`src/rtl/alu_share_sched_if.sv`:
```
// Requester, shared-ALU and response signals of alu_share_sched.
// The scheduler uses the master modport; its environment uses slave.
interface alu_share_sched_if #(
    parameter int N_REQ = 4,
    parameter int ID_W  = 2
);
    logic [N_REQ-1:0]   req_valid;
    logic [4*N_REQ-1:0] req_a;
    logic [4*N_REQ-1:0] req_b;
    logic [N_REQ-1:0]   req_ready;
    logic [3:0]         alu_a;
    logic [3:0]         alu_b;
    logic [4:0]         alu_sum;
    logic               rsp_valid;
    logic               rsp_ready;
    logic [ID_W-1:0]    rsp_id;
    logic [4:0]         rsp_sum;
    logic               busy;

    modport master (
        input  req_valid, req_a, req_b, alu_sum, rsp_ready,
        output req_ready, alu_a, alu_b, rsp_valid, rsp_id, rsp_sum, busy
    );

    modport slave (
        output req_valid, req_a, req_b, alu_sum, rsp_ready,
        input  req_ready, alu_a, alu_b, rsp_valid, rsp_id, rsp_sum, busy
    );
endinterface

```
`src/rtl/alu_share_sched.sv`:
```
// Round-robin scheduler sharing one registered 4-bit adder among N_REQ
// requesters; returns the tagged 5-bit sum on a backpressured response port.
//
// state | meaning
// IDLE  | waiting for a request; grants the round-robin winner
// EXEC  | operands held on the ALU while it registers the sum
// CAPT  | ALU sum valid; captured into the response register
// RESP  | response presented until rsp_ready
module alu_share_sched #(
    parameter int N_REQ = 4,
    parameter int ID_W  = 2
) (
    input  logic              clk,
    input  logic              rst_n,
    alu_share_sched_if.master bus
);
    typedef enum logic [1:0] {IDLE, EXEC, CAPT, RESP} state_t;

    state_t           r_state;
    state_t           w_state_nxt;
    logic [ID_W-1:0]  r_ptr;
    logic [ID_W-1:0]  r_id;
    logic [3:0]       r_alu_a;
    logic [3:0]       r_alu_b;
    logic             r_rsp_valid;
    logic [ID_W-1:0]  r_rsp_id;
    logic [4:0]       r_rsp_sum;
    logic             w_found;
    logic [ID_W-1:0]  w_win;
    logic [3:0]       w_op_a;
    logic [3:0]       w_op_b;
    logic [N_REQ-1:0] w_req_ready;

    // Search upward from r_ptr, wrapping at N_REQ; first valid requester wins.
    always_comb begin : rr_pick
        int              v_idx;
        logic [ID_W-1:0] v_cand;
        w_found = 1'b0;
        w_win   = '0;
        v_idx   = 0;
        v_cand  = '0;
        for (int k = 0; k < N_REQ; k++) begin
            v_idx  = (int'(r_ptr) + k) % N_REQ;
            v_cand = ID_W'(v_idx);
            if (!w_found && bus.req_valid[v_cand]) begin
                w_found = 1'b1;
                w_win   = v_cand;
            end
        end
        w_op_a = '0;
        w_op_b = '0;
        for (int i = 0; i < N_REQ; i++) begin
            if (w_win == ID_W'(i)) begin
                w_op_a = bus.req_a[4*i +: 4];
                w_op_b = bus.req_b[4*i +: 4];
            end
        end
    end

    always_ff @(posedge clk or negedge rst_n) begin
        if (!rst_n) r_state <= IDLE;
        else        r_state <= w_state_nxt;
    end

    always_comb begin
        w_state_nxt = r_state;
        w_req_ready = '0;
        unique case (r_state)
            IDLE: begin
                if (w_found) begin
                    w_req_ready = N_REQ'(1) << w_win;
                    w_state_nxt = EXEC;
                end
            end
            EXEC: w_state_nxt = CAPT;
            CAPT: w_state_nxt = RESP;
            RESP: if (r_rsp_valid && bus.rsp_ready) w_state_nxt = IDLE;
            default: w_state_nxt = IDLE;
        endcase
    end

    always_ff @(posedge clk or negedge rst_n) begin
        if (!rst_n) begin
            r_ptr       <= '0;
            r_id        <= '0;
            r_alu_a     <= '0;
            r_alu_b     <= '0;
            r_rsp_valid <= 1'b0;
            r_rsp_id    <= '0;
            r_rsp_sum   <= '0;
        end else begin
            case (r_state)
                IDLE: begin
                    if (w_found) begin
                        r_alu_a <= w_op_a;
                        r_alu_b <= w_op_b;
                        r_id    <= w_win;
                        r_ptr   <= (w_win == ID_W'(N_REQ - 1)) ? '0 : w_win + 1'b1;
                    end
                end
                CAPT: begin
                    r_rsp_sum   <= bus.alu_sum;
                    r_rsp_id    <= r_id;
                    r_rsp_valid <= 1'b1;
                end
                RESP: if (bus.rsp_ready) r_rsp_valid <= 1'b0;
                default: ;
            endcase
        end
    end

    assign bus.req_ready = w_req_ready;
    assign bus.alu_a     = r_alu_a;
    assign bus.alu_b     = r_alu_b;
    assign bus.rsp_valid = r_rsp_valid;
    assign bus.rsp_id    = r_rsp_id;
    assign bus.rsp_sum   = r_rsp_sum;
    assign bus.busy      = (r_state != IDLE);
endmodule
```
`src/flat_wrapper.sv`:
```
// flat-port wrapper written by rule: the top's interface ports become plain ports
module alu_share_sched_flat 
#(
    parameter int N_REQ = 4,
    parameter int ID_W  = 2
)
  (clk, rst_n, bus_req_valid, bus_req_a, bus_req_b, bus_alu_sum, bus_rsp_ready, bus_req_ready, bus_alu_a, bus_alu_b, bus_rsp_valid, bus_rsp_id, bus_rsp_sum, bus_busy);
  alu_share_sched_if #(.N_REQ(N_REQ), .ID_W(ID_W)) bus_i ();
  input  logic clk;
  input  logic rst_n;
  input wire logic [$bits(bus_i.req_valid)-1:0] bus_req_valid;
  input wire logic [$bits(bus_i.req_a)-1:0] bus_req_a;
  input wire logic [$bits(bus_i.req_b)-1:0] bus_req_b;
  input wire logic [$bits(bus_i.alu_sum)-1:0] bus_alu_sum;
  input wire logic [$bits(bus_i.rsp_ready)-1:0] bus_rsp_ready;
  output wire logic [$bits(bus_i.req_ready)-1:0] bus_req_ready;
  output wire logic [$bits(bus_i.alu_a)-1:0] bus_alu_a;
  output wire logic [$bits(bus_i.alu_b)-1:0] bus_alu_b;
  output wire logic [$bits(bus_i.rsp_valid)-1:0] bus_rsp_valid;
  output wire logic [$bits(bus_i.rsp_id)-1:0] bus_rsp_id;
  output wire logic [$bits(bus_i.rsp_sum)-1:0] bus_rsp_sum;
  output wire logic [$bits(bus_i.busy)-1:0] bus_busy;
  assign bus_i.req_valid = bus_req_valid;
  assign bus_i.req_a = bus_req_a;
  assign bus_i.req_b = bus_req_b;
  assign bus_i.alu_sum = bus_alu_sum;
  assign bus_i.rsp_ready = bus_rsp_ready;
  assign bus_req_ready = bus_i.req_ready;
  assign bus_alu_a = bus_i.alu_a;
  assign bus_alu_b = bus_i.alu_b;
  assign bus_rsp_valid = bus_i.rsp_valid;
  assign bus_rsp_id = bus_i.rsp_id;
  assign bus_rsp_sum = bus_i.rsp_sum;
  assign bus_busy = bus_i.busy;
  alu_share_sched #(.N_REQ(N_REQ), .ID_W(ID_W)) u_core (.clk(clk), .rst_n(rst_n), .bus(bus_i));
endmodule
```
`config.mk`:
```
export PLATFORM = sky130hd
export DESIGN_NAME = alu_share_sched_flat
export DESIGN_NICKNAME = d
export VERILOG_FILES = /design/src/rtl/alu_share_sched_if.sv /design/src/rtl/alu_share_sched.sv /design/src/flat_wrapper.sv
export SDC_FILE = /design/constraint.sdc
export NUM_CORES = 1
export LEC_CHECK = 0
export ABC_CLOCK_PERIOD_IN_PS = 2100
export BUFFER_PORTS_ARGS = -buffer_cell sky130_fd_sc_hd__buf_2
export CAP_MARGIN = 20
export CORE_MARGIN = 4
export CORE_UTILIZATION = 30
export DETAILED_ROUTE_END_ITERATION = 10
export GPL_ROUTABILITY_DRIVEN = 0
export RECOVER_POWER = 100
export SLEW_MARGIN = 30
export SYNTH_ARGS = -nofsm -noshare
export SYNTH_HDL_FRONTEND = slang
export SYNTH_SLANG_ARGS = --single-unit
```
`constraint.sdc`:
```
create_clock -name clk -period 2.1 [get_ports clk]
set_clock_uncertainty 0.1 [all_clocks]
set_input_delay 0.315 -clock clk [delete_from_list [all_inputs] [get_ports clk]]
set_output_delay 0.315 -clock clk [all_outputs]
set_load 0.02 [all_outputs]
```
==> flow_summary_export.csv, run 1 <==
group,metric,value,unit
yosys,ys_dominant_reg_cell,"sky130_fd_sc_hd__dfrtp_1",
setup_path,worst_r2r_path_depth,9,
placement,place_inst,266,
yosys,synth_top_area_frac,0.388,
yosys,post_synth_instance_area,1420,um^2
setup_path,cp_capture_point,"bus_req_ready[0]",
floorplan,die-area,5900,um^2
sta,worst_pin_slew,1.25,ns
finish,antennaDiodeCount,0,
yosys,synth.yosys.seq_area_share,0.388,
status,violated_checks,"setup timing",
setup_path,crit_required,1.68,ns
sta,layout_worst_path_cycle_share,1.08,
setup_path,timing.rr.start,"u_core.r_ptr[1]",
yosys,yosysWarningCount,0,
sta,relSlewSlack,0.168,
setup_path,r2r_setup_slack,-0.07,ns
setup_path,timing.rr.end,"u_core.bus.alu_a[1]",
yosys,ys_top_cells_by_count,"sky130_fd_sc_hd__dfrtp_1, sky130_fd_sc_hd__a21oi_1, sky130_fd_sc_hd__a21oi_2, sky130_fd_sc_hd__inv_1, sky130_fd_sc_hd__nor2_1",
sta,timing.final.max_slew_violations,0,
global_route,global_route_wire_length_before_repair,6.79,mm
finish,fin_util,0.476,
floorplan,floorplan.initialDensity,0.317,
status,run_status,"finished, violations left",
setup_path,setup.worst_path.class,"register to output port",
route,ant_nets,0,
setup_path,critical_path_arrival,1.85,ns
placement,placement.setup.worst_slack,-0.106,ns
route,drt_iter0_drc,19,
global_route,grt_overflow_total,0,
yosys,ys_seq_elements,22,
worst_hold_path,hold_path.class,"input pin to register",
setup_path,worst_setup_path_startpoint,"u_core.r_ptr[1]",
route,vias_per_cell,4.96,
yosys,number_of_enable_flip_flop_cells_after_synthesis,0,
sta,final_period_minus_worst_setup_slack,2.27,ns
power,p_leak,0.981,nW
floorplan,floorplan.core_area,4470,um^2
cts,clockBufferDepth,2,
sta,setup_viol,12,
yosys,syn-instance-count,142,
floorplan,die_h,76.8,um
placement,io_buffers,64,
yosys,synthesis.nets,193,
sta,rsz_0062_raised_after_global_routing,"yes",
finish,finish.net_count,283,
route,drt_first_pass_iters,4,
sta,accumulated_negative_setup_slack,-1.09,ns
cts,ctsHtreeMaxLevel,1,
cts,worstSkewPairLatency,0.26,ns
setup_path,setup.worst_path.end_class,"output port",
finish,syn_to_final_growth,50.0,%
worst_hold_path,worst_hold_path_startpoint,"bus_rsp_ready",
cts,tritoncts_clock_tree,"built",
route,wl_per_cell,14.3,um
cts,clkSlewWorstSetupHoldPaths,0.08,ns
sta,clock.fmax,441,MHz
setup_path,cp_max_fo,7,
global_route,grt_max_degree,23,
power,report.power.total,3.16,mW
sta,finalHoldViolCount,0,
global_route,track_usage,0.140,
finish,final-instance-count-excl-fill,283,
global_route,via_count_of_the_first_global_routing_pass,1487,
yosys,ys_async_sr_fraction,1.00,
power,ir_drop,0.553,mV
flow_run,cap_viol_max_count,0,
route,detail_route.wirelength,4.04,mm
yosys,netlist_top_cells_area,"sky130_fd_sc_hd__dfrtp_1, sky130_fd_sc_hd__a21oi_2, sky130_fd_sc_hd__ha_1",
route,remaining_drc_errors,0,
floorplan,io-pin-count,65,
cts,cts.sink_count,22,
cts,numCtsBuffers,3,
placement,dp_hpwl,2.90,mm
sta,worst_slack,-0.168,ns
cts,clk_root_buffer_cell,"sky130_fd_sc_hd__clkbuf_8",
power,cellPowerDensity,1480,nW/um^2
floorplan,die-width,76.8,um
yosys,synth_top_area_cell,"sky130_fd_sc_hd__dfrtp_1",
yosys,synth_cell_types,32,
floorplan,fp-row-count,24,
yosys,syn-mean-instance-area,10.0,um^2
finish,drive_above_1_share,0.502,
route,vias,1403,
yosys,synth_most_common_cell,"sky130_fd_sc_hd__dfrtp_1",
global_route,number_of_antenna_violations_at_the_first_check_in_global_routing,0,
setup_path,setup.worst_path.start_class,"register",
cells by family (layout without fill, tap and decap cells):
group           after synthesis  in the layout  synth area share
flops                        22             22             0.388
fa+ha+maj                     7              7            0.0617
mux                           9              9            0.0705
simple gates                 38             38             0.145
buf+inv                      21            110            0.0758
compound gates               45             45             0.259
power by group:
| part | switching, mW | internal (mW) | total (mW) |
|---|---|---|---|
| Clock | 0.145 | 0.255 | 0.399 |
| Sequential | 0.143 | 0.648 | 0.791 |
| Combinational | 1.05 | 0.916 | 1.97 |
| Total | 1.34 | 1.82 | 3.16 |
state kept, by name, summed over array words and instances, names as in the netlist:
name and cells:
u_core.bus.rsp_valid 1, u_core.r_state 2, u_core.bus.rsp_sum 5, u_core.bus.alu_a 4
u_core.bus.rsp_id 2, u_core.bus.alu_b 4, u_core.r_id 2, u_core.r_ptr 2
worst min-delay path by stage:
stage,endpoint,slack (ns),depth (start not counted)
2_1_floorplan,u_core.bus.alu_a[0],-0.08,0
3_3_place_gp,u_core.bus.rsp_valid,0.22,1
3_5_place_dp,u_core.bus.rsp_sum[4],0.23,1
4_1_cts,u_core.bus.rsp_valid,0.14,2
5_1_grt,u_core.bus.rsp_valid,0.15,2
6_report,u_core.bus.rsp_valid,0.15,2
area by class of cell:
class                           count  area (um^2)
Fill cell                         443         2340
Multi-Input combinational cell     99          850
Sequential cell                    22          553
Timing Repair Buffer               94          546
Tap cell                           52         65.1
Inverter                           12         45.0
Clock buffer                        3         41.3
Clock inverter                      1         30.0
metal layers:
layer | routed length [um] | vias up | part of all wire | GRT usage
met3 | 280 | 6 | 0.069 | 0.0328
met1 | 1700 | 657 | 0.42 | 0.160
li1 | - | 687 | - | -
met2 | 1990 | 53 | 0.49 | 0.254
met4 | 63 | 0 | 0.016 | 0.0417
met5 | 0 | - | 0 | 0
worst max-delay path: stages, from the launching register on:
cell and delay (ns):
sky130_fd_sc_hd__dfrtp_2 0.46, sky130_fd_sc_hd__mux2i_1 0.15, sky130_fd_sc_hd__o2bb2ai_2 0.15, sky130_fd_sc_hd__or3_4 0.41, sky130_fd_sc_hd__ha_4 0.18, sky130_fd_sc_hd__and2_4 0.13, sky130_fd_sc_hd__buf_6 0.12
what timing repair did:
action	in CTS	in global routing
gates resized for setup	20	7
gates cloned	0	0
pin swaps	6	3
endpoints found under the hold margin	22	0
endpoints found under the setup margin	12	12
buffers inserted	10	2
hold buffers	1	0
layout by cell type, fill, tap and decap left out, drive strengths merged, types with 4 or more instances in the layout:
cell type	n
buf	73
a21oi	26
clkbuf	23
dfrtp	22
inv	12
nor2	11
nand3b	8
a221o	8
mux2	8
nand2	7
ha	7
and2	4
through the flow:
| stage | hold WS (ns) | instance area [um^2] |
|---|---|---|
| 6_report | 0.148 | 2130 |
| 5_1_grt | 0.154 | 2130 |
| 4_1_cts | 0.142 | 2140 |
| 3_5_place_dp | 0.227 | 1880 |
| 3_3_place_gp | 0.217 | 1880 |
| 2_1_floorplan | -0.0806 | 1450 |
(Power assumes the default switching activity.)
==> inputs of run 2 (changes only) <==
ABC_CLOCK_PERIOD_IN_PS = 2320   (was 2100)
CORE_ASPECT_RATIO = 2   (was unset)
HOLD_SLACK_MARGIN = 0.05   (was unset)
clock period = 2.32 ns   (was 2.1 ns; I/O delays follow)
==> run 2 against run 1 <==
  * The run now ends clean
  * Power decreased by 11%
  * Via count decreased by 5.1%
  * Worst setup slack improved by 0.19 ns
  * Critical endpoint unchanged
==> flow_summary_export.csv, run 2 (synthesis gave the netlist of run 1 again) <==
group,metric,value,unit
sta,relSlewSlack,0.157,
worst_hold_path,instance_count_along_the_most_critical_hold_path,2,
cts,clockBufferDepth,2,
sta,finalHoldViolCount,0,
floorplan,die-area,5970,um^2
global_route,grt_max_degree,23,
setup_path,setup.worst_path.start_class,"register",
placement,placement.setup.worst_slack,-0.0143,ns
cts,ctsHtreeMaxLevel,1,
placement,io_buffers,64,
setup_path,critical_path.cell_chain,"mux2i_1 -> o2bb2ai_2 -> or3_4 -> ha_4 -> and2_4 -> buf_6",
finish,antennaDiodeCount,0,
worst_hold_path,whs_endpoint,"u_core.bus.rsp_valid",
setup_path,critPathSlowestCell,"sky130_fd_sc_hd__dfrtp_2",
setup_path,setup.worst_path.class,"register to output port",
route,ant_nets,0,
route,detail_route.wirelength,4.01,mm
global_route,via_count_of_the_first_global_routing_pass,1346,
sta,clock.fmax,435,MHz
route,vias,1331,
cts,worstSkewPairLatency,0.27,ns
sta,layout_worst_path_cycle_share,0.991,
cts,cts.sink_count,22,
floorplan,floorplan.core_area,4600,um^2
floorplan,floorplan.initialDensity,0.309,
setup_path,timing.critical_path.max_delay_family,"simple AND/OR/NAND/NOR gates",
floorplan,fp-row-count,35,
route,drt_first_pass_iters,4,
finish,design_area,2080,um^2
floorplan,die-width,56.7,um
placement,dp_hpwl,3.10,mm
power,cellPowerDensity,1360,nW/um^2
setup_path,cp_max_fo,4,
global_route,track_usage,0.132,
flow_run,cap_viol_max_count,0,
global_route,global_route_wire_length_before_repair,6.35,mm
setup_path,timing.rr.end,"u_core.bus.alu_b[1]",
finish,final_cell_mix,"sky130_fd_sc_hd__buf_2, sky130_fd_sc_hd__dfrtp_1, sky130_fd_sc_hd__clkbuf_1",
setup_path,r2r_setup_slack,0.11,ns
power,power_frac_comb,0.617,
sta,worst_slack,0.0213,ns
worst_hold_path,hold_path.class,"input pin to register",
power,ir_drop,0.765,mV
setup_path,crit_required,1.87,ns
global_route,number_of_antenna_violations_at_the_first_check_in_global_routing,0,
worst_hold_path,worst_hold_path_startpoint,"bus_rsp_ready",
sta,final_period_minus_worst_setup_slack,2.30,ns
floorplan,die_h,105,um
finish,layout_commonest_cell,"sky130_fd_sc_hd__buf_2",
cts,numCtsBuffers,3,
global_route,grt_overflow_total,0,
cts,clk_root_buffer_cell,"sky130_fd_sc_hd__clkbuf_8",
sta,timing.final.max_slew_violations,0,
power,seq_power_share,0.253,
setup_path,setup.worst_path.end_class,"output port",
power,p_leak,0.938,nW
cts,clkSlewWorstSetupHoldPaths,0.08,ns
power,power_frac_clock,0.130,
sta,worst_pin_slew,1.26,ns
setup_path,critical_path_arrival,1.85,ns
power,report.power.total,2.83,mW
finish,syn_to_final_growth,46.4,%
power,intPower,1.63,mW
finish,fin_util,0.452,
finish,largest_register_ff_count,5,
setup_path,critical_path.max_stage_delay,0.43,ns
sta,setup_viol,0,
floorplan,io-pin-count,65,
route,remaining_drc_errors,0,
route,wl_per_cell,14.5,um
status,run_status,"finished, final reports clean",
setup_path,timing.rr.start,"u_core.r_ptr[1]",
route,drt_iter0_drc,10,
power,net-switching-power,1.20,mW
power,sw_frac_of_total,0.425,
finish,drive_above_1_share,0.473,
finish,finish.net_count,274,
placement,placedInstanceArea,1850,um^2
sta,accumulated_negative_setup_slack,0,ns
setup_path,worst_r2r_path_depth,8,
route,vias_per_cell,4.81,
cts,tritoncts_clock_tree,"built",
sta,rsz_0062_raised_after_global_routing,"yes",
setup_path,cp_num_buf_inv,1,
-- run 2: changes by cell type in the layout (fill, tap and decap cells not counted), sizes merged --
cell and change:
clkbuf -1, buf -8
-- run 2: cell type report --
class	count	area, um^2
timing repair buffer	85	492
sequential	22	553
multi-input combinational	99	850
fill	476	2520
inverter	12	45.0
clock inverter	1	30.0
tap	55	68.8
clock buffer	3	41.3
-- run 2: timing repair --
item,CTS,global route
endpoints found under the hold margin,22,0
buffers inserted,5,4
resized for setup,16,10
pin swaps,4,5
hold buffers,1,0
setup endpoints to repair,11,12
-- run 2: per-layer routing --
metal  GRT usage  wire, um  share of wire  vias to the layer above
met5           0         0              0                        -
met3      0.0233       224          0.056                        2
met4      0.0306        19         0.0047                        0
met1       0.136      1410           0.35                      626
li1            -         -              -                      664
met2       0.262      2360           0.59                       39
-- run 2: per-stage QoR --
step	hold WS [ns]	instances
floorplan	-0.0476	142
detailed placement	0.258	263
CTS	0.174	273
global route	0.186	277
finish	0.182	277
global placement	0.260	263
-- run 2: power by group through the flow --
| stage | Clock [mW] | Sequential [mW] | Combinational (mW) |
|---|---|---|---|
| after CTS | 0.374 | 0.710 | 1.72 |
| after global routing | 0.392 | 0.743 | 1.90 |
| final | 0.368 | 0.714 | 1.74 |
| after detailed placement | 0 | 0.717 | 1.59 |
| after global placement | 0 | 0.710 | 1.57 |
| after floorplan | 0 | 0.870 | 0.952 |
-- run 2: how the worst max path moves through the flow --
stage,startpoint,cells past startpoint,endpoint
3_5_place_dp,u_core.r_ptr[1],7,u_core.bus.alu_a[1]
6_report,u_core.r_ptr[1],6,bus_req_ready[0]
2_1_floorplan,u_core.r_ptr[1],7,bus_req_ready[3]
4_1_cts,u_core.r_ptr[1],6,bus_req_ready[2]
3_3_place_gp,u_core.r_ptr[1],6,bus_req_ready[1]
5_1_grt,u_core.r_ptr[1],6,bus_req_ready[0]
